## config.mk

```make
export PLATFORM = sky130hd
export DESIGN_NAME = chimera_cluster_pwr_seq
export DESIGN_NICKNAME = d
export VERILOG_FILES = /design/src/rtl/chimera_cluster_pwr_seq.sv
export SDC_FILE = /design/constraint.sdc
export NUM_CORES = 1
export LEC_CHECK = 0
export ABC_CLOCK_PERIOD_IN_PS = 4500
export CORE_UTILIZATION = 46
export CTS_CLUSTER_DIAMETER = 30
export DETAILED_ROUTE_END_ITERATION = 10
export PLACE_DENSITY = 0.69
export SETUP_SLACK_MARGIN = 0.15
export SKIP_LAST_GASP = 1
export SLEW_MARGIN = 15
export SYNTH_ARGS = -nofsm -noshare
export SYNTH_HDL_FRONTEND = slang
export SYNTH_SLANG_ARGS = --single-unit
```

## constraint.sdc

```tcl
create_clock -name clk_i -period 4.5 [get_ports clk_i]
set_clock_uncertainty 0.05 [all_clocks]
set_input_delay 0.675 -clock clk_i [delete_from_list [all_inputs] [get_ports clk_i]]
set_output_delay 0.675 -clock clk_i [all_outputs]
set_load 0.005 [all_outputs]
```

## src/rtl/chimera_cluster_pwr_seq.sv

```systemverilog
// Per-cluster power sequencer: orders clock gate, reset and AXI isolation for each cluster,
// with an isolation-ack handshake and a shared programmable timeout, configured over APB.

package chimera_cluster_pwr_seq_pkg;

  typedef struct packed {
    logic [31:0] paddr;
    logic [2:0]  pprot;
    logic        psel;
    logic        penable;
    logic        pwrite;
    logic [31:0] pwdata;
    logic [3:0]  pstrb;
  } apb_req_t;

  typedef struct packed {
    logic        pready;
    logic [31:0] prdata;
    logic        pslverr;
  } apb_resp_t;

endpackage

module chimera_cluster_pwr_seq #(
  parameter int unsigned            NumClusters     = 5,
  parameter int unsigned            ClkSettleCycles = 4,
  parameter logic [15:0]            DefaultTimeout  = 16'd256,
  parameter logic [NumClusters-1:0] BootOnMask      = '0,
  parameter type                    apb_req_t       = chimera_cluster_pwr_seq_pkg::apb_req_t,
  parameter type                    apb_rsp_t       = chimera_cluster_pwr_seq_pkg::apb_resp_t
) (
  input  logic                   clk_i,
  input  logic                   rst_i,
  input  apb_req_t               apb_req_i,
  output apb_rsp_t               apb_rsp_o,
  output logic [NumClusters-1:0] cluster_clk_en_o,
  output logic [NumClusters-1:0] cluster_rst_o,
  output logic [NumClusters-1:0] cluster_iso_o,
  input  logic [NumClusters-1:0] cluster_iso_ack_i,
  output logic                   err_irq_o
);

  localparam logic [11:0] AddrCtrl    = 12'h000;
  localparam logic [11:0] AddrStatus  = 12'h004;
  localparam logic [11:0] AddrBusy    = 12'h008;
  localparam logic [11:0] AddrErr     = 12'h00C;
  localparam logic [11:0] AddrTimeout = 12'h010;

  localparam logic [15:0] SettleLast = 16'(ClkSettleCycles - 1);

  typedef enum logic [2:0] {
    StOff,
    StPuClk,
    StPuRst,
    StPuIso,
    StOn,
    StPdIso,
    StPdRst,
    StPdClk
  } state_e;

  state_e state_q [NumClusters];
  state_e state_d [NumClusters];
  logic [15:0] cnt_q [NumClusters];
  logic [15:0] cnt_d [NumClusters];

  logic [NumClusters-1:0] ctrl_q;
  logic [NumClusters-1:0] err_q, err_d, err_set, err_clr;
  logic [15:0]            timeout_q;

  logic [NumClusters-1:0] clk_en, rst_out, iso, on, busy;
  logic                   access, wr, ctrl_we, timeout_we;
  logic [11:0]            offset;

  logic unused_apb;
  assign unused_apb = ^{apb_req_i.paddr[31:12], apb_req_i.pprot, apb_req_i.pstrb};

  assign access = apb_req_i.psel & apb_req_i.penable;
  assign wr     = access & apb_req_i.pwrite;
  assign offset = apb_req_i.paddr[11:0];

  // Register decode and read mux; zero wait states.
  always_comb begin
    apb_rsp_o        = '0;
    apb_rsp_o.pready = 1'b1;
    ctrl_we          = 1'b0;
    timeout_we       = 1'b0;
    err_clr          = '0;
    if (access) begin
      unique case (offset)
        AddrCtrl: begin
          apb_rsp_o.prdata[NumClusters-1:0] = ctrl_q;
          ctrl_we = wr;
        end
        AddrStatus: apb_rsp_o.prdata[NumClusters-1:0] = on;
        AddrBusy:   apb_rsp_o.prdata[NumClusters-1:0] = busy;
        AddrErr: begin
          apb_rsp_o.prdata[NumClusters-1:0] = err_q;
          if (wr) begin
            err_clr = apb_req_i.pwdata[NumClusters-1:0];
          end
        end
        AddrTimeout: begin
          apb_rsp_o.prdata[15:0] = timeout_q;
          timeout_we = wr;
        end
        default: apb_rsp_o.pslverr = 1'b1;
      endcase
    end
  end

  // Per-cluster sequencer; cnt_q doubles as settle counter and ack timeout counter.
  always_comb begin
    clk_en  = '1;
    rst_out = '0;
    iso     = '0;
    on      = '0;
    busy    = '1;
    err_set = '0;
    for (int i = 0; i < NumClusters; i++) begin
      state_d[i] = state_q[i];
      cnt_d[i]   = cnt_q[i] + 16'd1;
      unique case (state_q[i])
        StOff: begin
          clk_en[i]  = 1'b0;
          rst_out[i] = 1'b1;
          iso[i]     = 1'b1;
          busy[i]    = 1'b0;
          cnt_d[i]   = '0;
          if (ctrl_q[i]) begin
            state_d[i] = StPuClk;
          end
        end
        StPuClk: begin
          rst_out[i] = 1'b1;
          iso[i]     = 1'b1;
          if (cnt_q[i] == SettleLast) begin
            state_d[i] = StPuRst;
          end
        end
        StPuRst: begin
          iso[i]     = 1'b1;
          cnt_d[i]   = '0;
          state_d[i] = StPuIso;
        end
        StPuIso: begin
          if (!cluster_iso_ack_i[i]) begin
            state_d[i] = StOn;
          end else if (timeout_q != '0 && cnt_q[i] == timeout_q - 16'd1) begin
            state_d[i] = StOn;
            err_set[i] = 1'b1;
          end
        end
        StOn: begin
          on[i]    = 1'b1;
          busy[i]  = 1'b0;
          cnt_d[i] = '0;
          if (!ctrl_q[i]) begin
            state_d[i] = StPdIso;
          end
        end
        StPdIso: begin
          iso[i] = 1'b1;
          if (cluster_iso_ack_i[i]) begin
            state_d[i] = StPdRst;
          end else if (timeout_q != '0 && cnt_q[i] == timeout_q - 16'd1) begin
            state_d[i] = StPdRst;
            err_set[i] = 1'b1;
          end
        end
        StPdRst: begin
          rst_out[i] = 1'b1;
          iso[i]     = 1'b1;
          state_d[i] = StPdClk;
        end
        StPdClk: begin
          clk_en[i]  = 1'b0;
          rst_out[i] = 1'b1;
          iso[i]     = 1'b1;
          state_d[i] = StOff;
        end
        default: state_d[i] = StOff;
      endcase
    end
  end

  // A timeout flagged in the same cycle as a W1C clear stays set.
  assign err_d = (err_q & ~err_clr) | err_set;

  always_ff @(posedge clk_i) begin
    if (rst_i) begin
      ctrl_q    <= BootOnMask;
      err_q     <= '0;
      timeout_q <= DefaultTimeout;
      for (int i = 0; i < NumClusters; i++) begin
        state_q[i] <= BootOnMask[i] ? StOn : StOff;
        cnt_q[i]   <= '0;
      end
    end else begin
      if (ctrl_we) begin
        ctrl_q <= apb_req_i.pwdata[NumClusters-1:0];
      end
      if (timeout_we) begin
        timeout_q <= apb_req_i.pwdata[15:0];
      end
      err_q <= err_d;
      for (int i = 0; i < NumClusters; i++) begin
        state_q[i] <= state_d[i];
        cnt_q[i]   <= cnt_d[i];
      end
    end
  end

  assign cluster_clk_en_o = clk_en;
  assign cluster_rst_o    = rst_out;
  assign cluster_iso_o    = iso;
  assign err_irq_o        = |err_q;

endmodule

```

==> impl.org, run 1 <==
** Run status
- The run finished with clean final reports.

** Synth
- After synthesis the netlist holds a flip-flop and latch count of between 100 and 150.
- In this run, synthesis inferred 0 flip-flops with an integrated enable.
- Post-synthesis instance total :: about 1100
- The most used flip-flop cell after synthesis is dfxtp_1.
- Counting distinct cell types in the post-synthesis netlist gives a little under 80.
- After synthesis, the mean cell area works out to ~8.0 um^2.
- Yosys warning count :: 0
- In the synthesized netlist the async set-or-reset flop fraction comes to 0.
- Proportion of synthesized chip area in sequential cells :: 0.273
- Synthesized cell area :: 8860 um^2

** Layout
- Leading cell type in the layout, fill and taps excluded :: nor2_1
- The area growth from synthesis to layout is 15.1%.
- After the flow finishes, the layout carries non-filler instances totaling 1377.
- Share of final-layout standard cells stronger than drive strength 1 :: 0.0849
- Antenna Diode Count :: 0
- Core utilization of the finished layout :: 0.543
- Filler cell count in the final layout :: 1755
- Most frequent cells in the layout :: nor2_1, dfxtp_1, clkdlybuf4s50_1, xnor2_1, nand2_1
- The net count of the finished layout is 1218.

** Setup path
- Measured in cells, the most critical reg-to-reg path has a length of 9.
- Critical path's slowest cell :: clkdlybuf4s50_1
- Data arrives at the worst endpoint at roughly 3400 ps.
- Critical Path Fanout Max :: 4
- At the worst endpoint, the required time is 3770 ps.
- Among the stages of the critical path, the cell type that occurs most often is clkdlybuf4s50_1.
- In this run the worst setup path begins at apb_req_i[49].
- In this run the critical register-to-register path is launched from timeout_q[0].
- The critical path goes through clkdlybuf4s50_1, or4_1, nor4_2, nand2b_1, nor3b_2, nand3_1, a21o_1, a21oi_1, clkdlybuf4s50_1.
- The worst setup path is captured at an output port.
- Startpoint-to-endpoint class of the critical path :: input pin to output port
- On the worst path, the slowest cell contributes a delay of 540 ps.
- Critical path launch point type :: input pin

** STA
- Endpoints failing setup :: 0
- In the final timing run, aggregate negative setup slack is 0 ps.
- RSZ-0062 raised after global routing :: false
- Pins Over Slew Limit :: 0
- For the pin with the worst max-slew slack, the measured transition is 883 ps.
- Headroom to the max-slew limit :: 0.406
- Dividing the final minimum period by the clock period gives 0.913.
- The count of endpoints failing hold in the final timing report was 0.
- Across all hold checks on the routed design, the worst slack comes to 427 ps.
- Max Clk Rate :: roughly 240 MHz
- Final critical path time including I/O delays and setup :: 4110 ps

** CTS
- Counting every sink on the clock net gives 121.
- TritonCTS built the clock tree.
- Clock Latency Late Sink :: approximately 430 ps
- Clock transition time at the flip-flop clock pins of the worst setup and hold paths :: 60 ps
- Number of CTS-inserted buffers :: 17
- The root buffer cell chosen for the clock tree is clkbuf_16.
- The clock tree synthesis step divided the H-tree into 4 levels.
- The clock passes through at most 2 buffers.
- The number of hold buffers added after CTS was 0.

** Power
- Leakage power summed over all cells :: between 3 and 4 nW
- Sw Ratio :: 0.230
- Dividing total power by cell area gives a power density of 239 nW/um^2.
- IR analysis of the VDD net gives a maximum drop of 0.248 mV.
- Cell internal power was estimated by the tool at between 1.5 and 2 mW.
- Switching component of the power :: 562 uW
- Part of the total power dissipated in the clock network :: 0.534
- Combinational fraction of design power :: 0.027
- Seq pwr share :: 0.439

** Place
- Port Buffers :: 70
- Routability-driven placement finished with a final weighted congestion of 0.939.
- In this run, placement finished with an instance count of 1346.
- The HPWL after detailed placement is 18600 um.

** Route
- DRC violation count after routing :: 0
- Detail-routed via count per cell :: 6.00
- Before antenna repair, the detailed router went through 7 iterations.
- Violation count after the first detailed-route iteration :: between 700 and 800
- Antenna-violating nets left :: 0
- Routed wire length per instance :: 18.5 um
- Drt total wl :: around 26000 um
- The routed layout has 8268 vias.

** Hold path
- Class of the tightest hold or removal check :: flip-flop to flip-flop
- The worst hold path begins at cnt_q[0][32].
- Counting instances, the worst hold path has a depth of 1.

** Die
- Floorplan row count :: 50
- Measured along the x axis, the die boundary spans 141 um.
- The core region is 18800 um^2.
- In this run the vertical extent of the chip is 141 um.
- about 130 I/O pins were placed.
- Die outline area :: 19800 um^2
- For this configuration, the core starts out at a cell density of 0.472.

** Global routing
- Total track usage :: 0.265
- Vias in the first global route :: ~7500
- The initial antenna violation count was 0.
- After global routing the overflow that remains totals 0.
- Entering global routing, the biggest net connects 44 pins.
- The first global-routing pass estimated 40700 um of wire.

** Flow run
- The tool flagged a number of max-cap violations equal to 0.
## worst max-delay path: cells and delay by family
family                 cells  cell delay, ps
AOI/OAI and AO/OA          2             310
buffers and inverters      2             930
and+or+nand+nor            5            1470
## power by group through the flow
| stage | clock [mW] | sequential (mW) | combinational (mW) |
|---|---|---|---|
| finish | 1.30 | 1.07 | 0.0660 |
| global route | 1.38 | 1.07 | 0.0718 |
| CTS | 1.32 | 1.07 | 0.0656 |
| detailed placement | 0 | 1.09 | 0.0654 |
| global placement | 0 | 1.09 | 0.0651 |
| floorplan | 0 | 1.09 | 0.0353 |
## cells in the mapped netlist, types with 13 or more instances
library cell  count  area, um^2
nor4_1           19         119
and3_1           21         131
xor2_1           51         447
inv_1            32         120
xnor3_1          23         518
clkbuf_1         68         255
nand3_1          52         260
nand4_1          24         150
buf_4            18         135
dfxtp_1         121        2420
and2_1           18         113
nor2b_1          16         100
nor2_1          141         529
or3_1            26         163
o21ai_0          40         200
nand2_1          54         203
nor3_1           29         145
xnor2_1          63         552
a21oi_1          46         230
mux2i_1          21         210
a31oi_1          13        81.3
## worst paths after layout
| path | to | slack [ps] |
|---|---|---|
| hold / removal | cnt_q[0][32] | 430 |
| setup / recovery | apb_rsp_o[3] | 390 |
| setup reg to reg | state_q[0][2] | 520 |
| hold reg to reg | cnt_q[0][32] | 430 |
## cell type report
cell class | instances | area, um^2 | share of cell area
timing repair buffer | 100 | 921 | 0.0903
tap | 234 | 293 | 0.0287
sequential | 121 | 2420 | 0.237
inverter | 32 | 120 | 0.0118
clock inverter | 13 | 124 | 0.0121
clock buffer | 18 | 439 | 0.0431
multi-input combinational | 859 | 5880 | 0.577
## per-layer routing
metal	vias to the layer above	share of wire	wire [um]	GRT usage
li1	3950	-	-	-
met1	3882	0.43	11000	0.351
met2	366	0.45	11400	0.410
met3	70	0.084	2150	0.0584
met4	0	0.037	949	0.123
met5	-	0	0	0
## state kept, by name (all words and copies together) (netlist names)
| name | cells |
|---|---|
| timeout_q | 16 |
| state_q | 15 |
| err_q | 5 |
| cnt_q | 80 |
| ctrl_q | 5 |
## cell families (layout without fill, tap and decap cells)
kind of cell | after synthesis | after routing | synth area share
simple gates | 471 | 471 | 0.285
compound gates | 200 | 200 | 0.157
buf+inv | 140 | 163 | 0.0710
xor+xnor | 138 | 138 | 0.174
flops | 121 | 121 | 0.273
mux | 27 | 27 | 0.0313
fa+ha+maj | 6 | 6 | 0.00847
other cells | 2 | 17 | 0.000847
## per-stage QoR
step | setup WS (ps) | power (mW) | cell area [um^2]
4_1_cts | 182 | 2.46 | 10200
3_5_place_dp | 251 | 1.16 | 9630
2_1_floorplan | 1120 | 1.13 | 8920
5_1_grt | 200 | 2.52 | 10200
6_report | 389 | 2.44 | 10200
3_3_place_gp | 309 | 1.16 | 9630
## what timing repair did
item,CTS,global route
gates resized for setup,0,1
hold endpoints to repair,0,0
setup endpoints to repair,0,4
setup buffers,0,0
No activity file was read; power rests on OpenSTA's default activity.
==> inputs of run 2 (changes only) <==
Settings changed: CORE_UTILIZATION 46 to 35, PLACE_DENSITY 0.69 to unset, REMOVE_ABC_BUFFERS set to 1.
==> impl.org, run 2 (same netlist as run 1, synthesis figures left out) <==
** Run status
- The flow ran to the end, and the final reports show no timing, DRC or antenna violations.

** STA
- The count of final max-slew check failures was 0.
- Setup violations remaining at the end of the flow were counted as 0.
- After layout, the minimum clock period comes to ~4100 ps.
- Headroom to the max-slew limit came out at 0.372.
- At the pin with the least slew margin, the transition time is 940 ps.
- RSZ-0062 raised after global routing :: false
- In the finished design, the share of the clock period the worst path needs comes to 0.910.
- Hold Vio Cnt, Final :: 0
- Timing would allow up to 244 MHz.
- Final setup TNS :: 0 ps

** Route
- Summed over all layers, the routed wires come to 26900 um.
- Violation count after the first detailed-route iteration :: 701
- The first detailed-routing pass ran for 5 iterations.
- The count of nets left with antenna violations once routing finished came out at 0.
- The routed layout has a little over 8000 vias.
- After detailed routing, the number of vias per cell comes to roughly 5.5.
- Routed wire length per instance :: 18.3 um
- In the routed design, unresolved DRC markers number 0.

** Layout
- Antenna Diode Count :: 0
- From synthesis to final layout, the design area changed by 17.2%.
- Most frequent cells in the layout :: nor2_1, dfxtp_1, clkdlybuf4s50_1, xnor2_1, nand2_1
- Leaving out fill and tap cells, the most frequent cell in the layout is nor2_1.
- Register containing the most flip-flops in the final layout :: cnt_q
- Largest registers :: cnt_q x80, timeout_q x16, state_q x15
- The register with the most flip-flops in the layout has 80 of them.
- Excluding fillers, the count of instances in the completed layout stands at 1474.
- Layout Nets :: approximately 1200
- Of the cells placed in the final design, the portion with a size suffix greater than 1 is 0.0896.

** Setup path
- The worst setup path is of the input pin to output port kind.
- At the worst endpoint, the arrival time is 3370 ps.
- Critical Path Fanout Max :: 6
- Measured in cells, the most critical reg-to-reg path has a length of 7.
- The worst setup path is captured at an output port.
- For the worst setup path, the data required time is 3770 ps.
- Setup slack on the worst reg-to-reg path comes out at 770 ps.
- The worst setup path is launched from an input pin.

** Global routing
- The first global-routing pass estimated 42500 um of wire.
- Vias in the first global route :: 7548
- Largest net degree at the start of global routing :: 42
- Across every metal layer, demand over resource in global routing totals 0.210.
- GR Overflow Total :: 0
- Initial antenna violation count :: 0

** Die
- Starting Density :: 0.360
- Number of ports placed on the die boundary :: about 130
- The floorplan step set the die width to approximately 160 um.
- Core box area :: 24600 um^2
- Die outline area :: 26000 um^2
- Measured along the y axis, the die boundary spans between 150 and 200 um.
- Floorplan row count :: 57

** CTS
- The number of clock buffers added by TritonCTS is 17.
- Once the clock tree was built, the setup fixing pass inserted 0 buffers.
- Counting every sink on the clock net gives roughly 120.
- No sink is reached through more buffers than the 2 on the longest clock path.
- CTS root buffer :: clkbuf_16
- H-tree depth :: 4
- TritonCTS built the clock tree.
- The later pin in the worst-skew pair is clocked with a latency of about 440 ps.
- Clock transition time at the flip-flop clock pins of the worst setup and hold paths :: 60 ps

** Place
- Final HPWL from detailed placement :: around 20000 um
- In this run, placement finished with an instance count of 1442.
- Port buffering added 70 buffers.
- Final weighted congestion of routability-driven global placement :: 1.03

** Hold path
- Hold depth :: 1
- The worst hold path belongs to the class flip-flop to flip-flop.

** Flow run
- Across the run, the number of max-cap violations was 0.

** Power
- PwrDens :: 240 nW/um^2
- Worst IR Drop VDD :: 0.225 mV
- Leakage power summed over all cells :: 3.58 nW
[run 2: final timing paths]
check / startpoint / endpoint
setup / recovery: apb_req_i[49] / apb_rsp_o[6]
hold / removal: cnt_q[0][32] / cnt_q[0][32]
setup reg to reg: timeout_q[2] / state_q[0][7]
hold reg to reg: cnt_q[0][32] / cnt_q[0][32]
[run 2: area by class of cell]
cell class | instances | area (um^2)
fill | 2489 | 14200
multi-input combinational | 859 | 5880
sequential | 121 | 2420
timing repair buffer | 106 | 978
clock buffer | 20 | 457
tap | 324 | 405
clock inverter | 12 | 124
inverter | 32 | 120
[run 2: power breakdown]
group          switching [mW]  internal (mW)
clock                   0.518          0.839
combinational          0.0316         0.0366
sequential          0.0000202           1.07
total                   0.550           1.95
[run 2: metrics by stage]
| stage | utilization | hold slack [ps] | setup slack [ps] | total power [mW] | cell area, um^2 |
|---|---|---|---|---|---|
| finish | 0.422 | 425 | 403 | 2.50 | 10400 |
| global route | 0.422 | 447 | 193 | 2.57 | 10400 |
| CTS | 0.422 | 431 | 298 | 2.52 | 10400 |
| detailed placement | 0.398 | 417 | 303 | 1.16 | 9800 |
| global placement | 0.398 | 406 | 360 | 1.16 | 9800 |
| floorplan | - | 390 | 962 | 1.11 | 8410 |
[run 2: repair_timing]
item / in CTS / in global routing
endpoints found under the setup margin: 0 / 2
hold buffers: 0 / 0
resized for setup: 0 / 1
endpoints found under the hold margin: 0 / 0
[run 2: worst max-delay path: stages]
cell and delay [ps]:
clkdlybuf4s50_1 390, or4_1 540, nor4_2 280, buf_4 190, nand3_1 190, nor2_1 280
buf_4 200, and2_1 130, clkdlybuf4s50_1 500
[run 2: metal layers]
| metal | track usage | routed length [um] | vias to the layer above |
|---|---|---|---|
| li1 | - | - | 3953 |
| met1 | 0.279 | 12100 | 3834 |
| met2 | 0.335 | 12400 | 293 |
| met3 | 0.0439 | 1860 | 49 |
| met4 | 0.0785 | 629 | 0 |
| met5 | 0 | 0 | - |
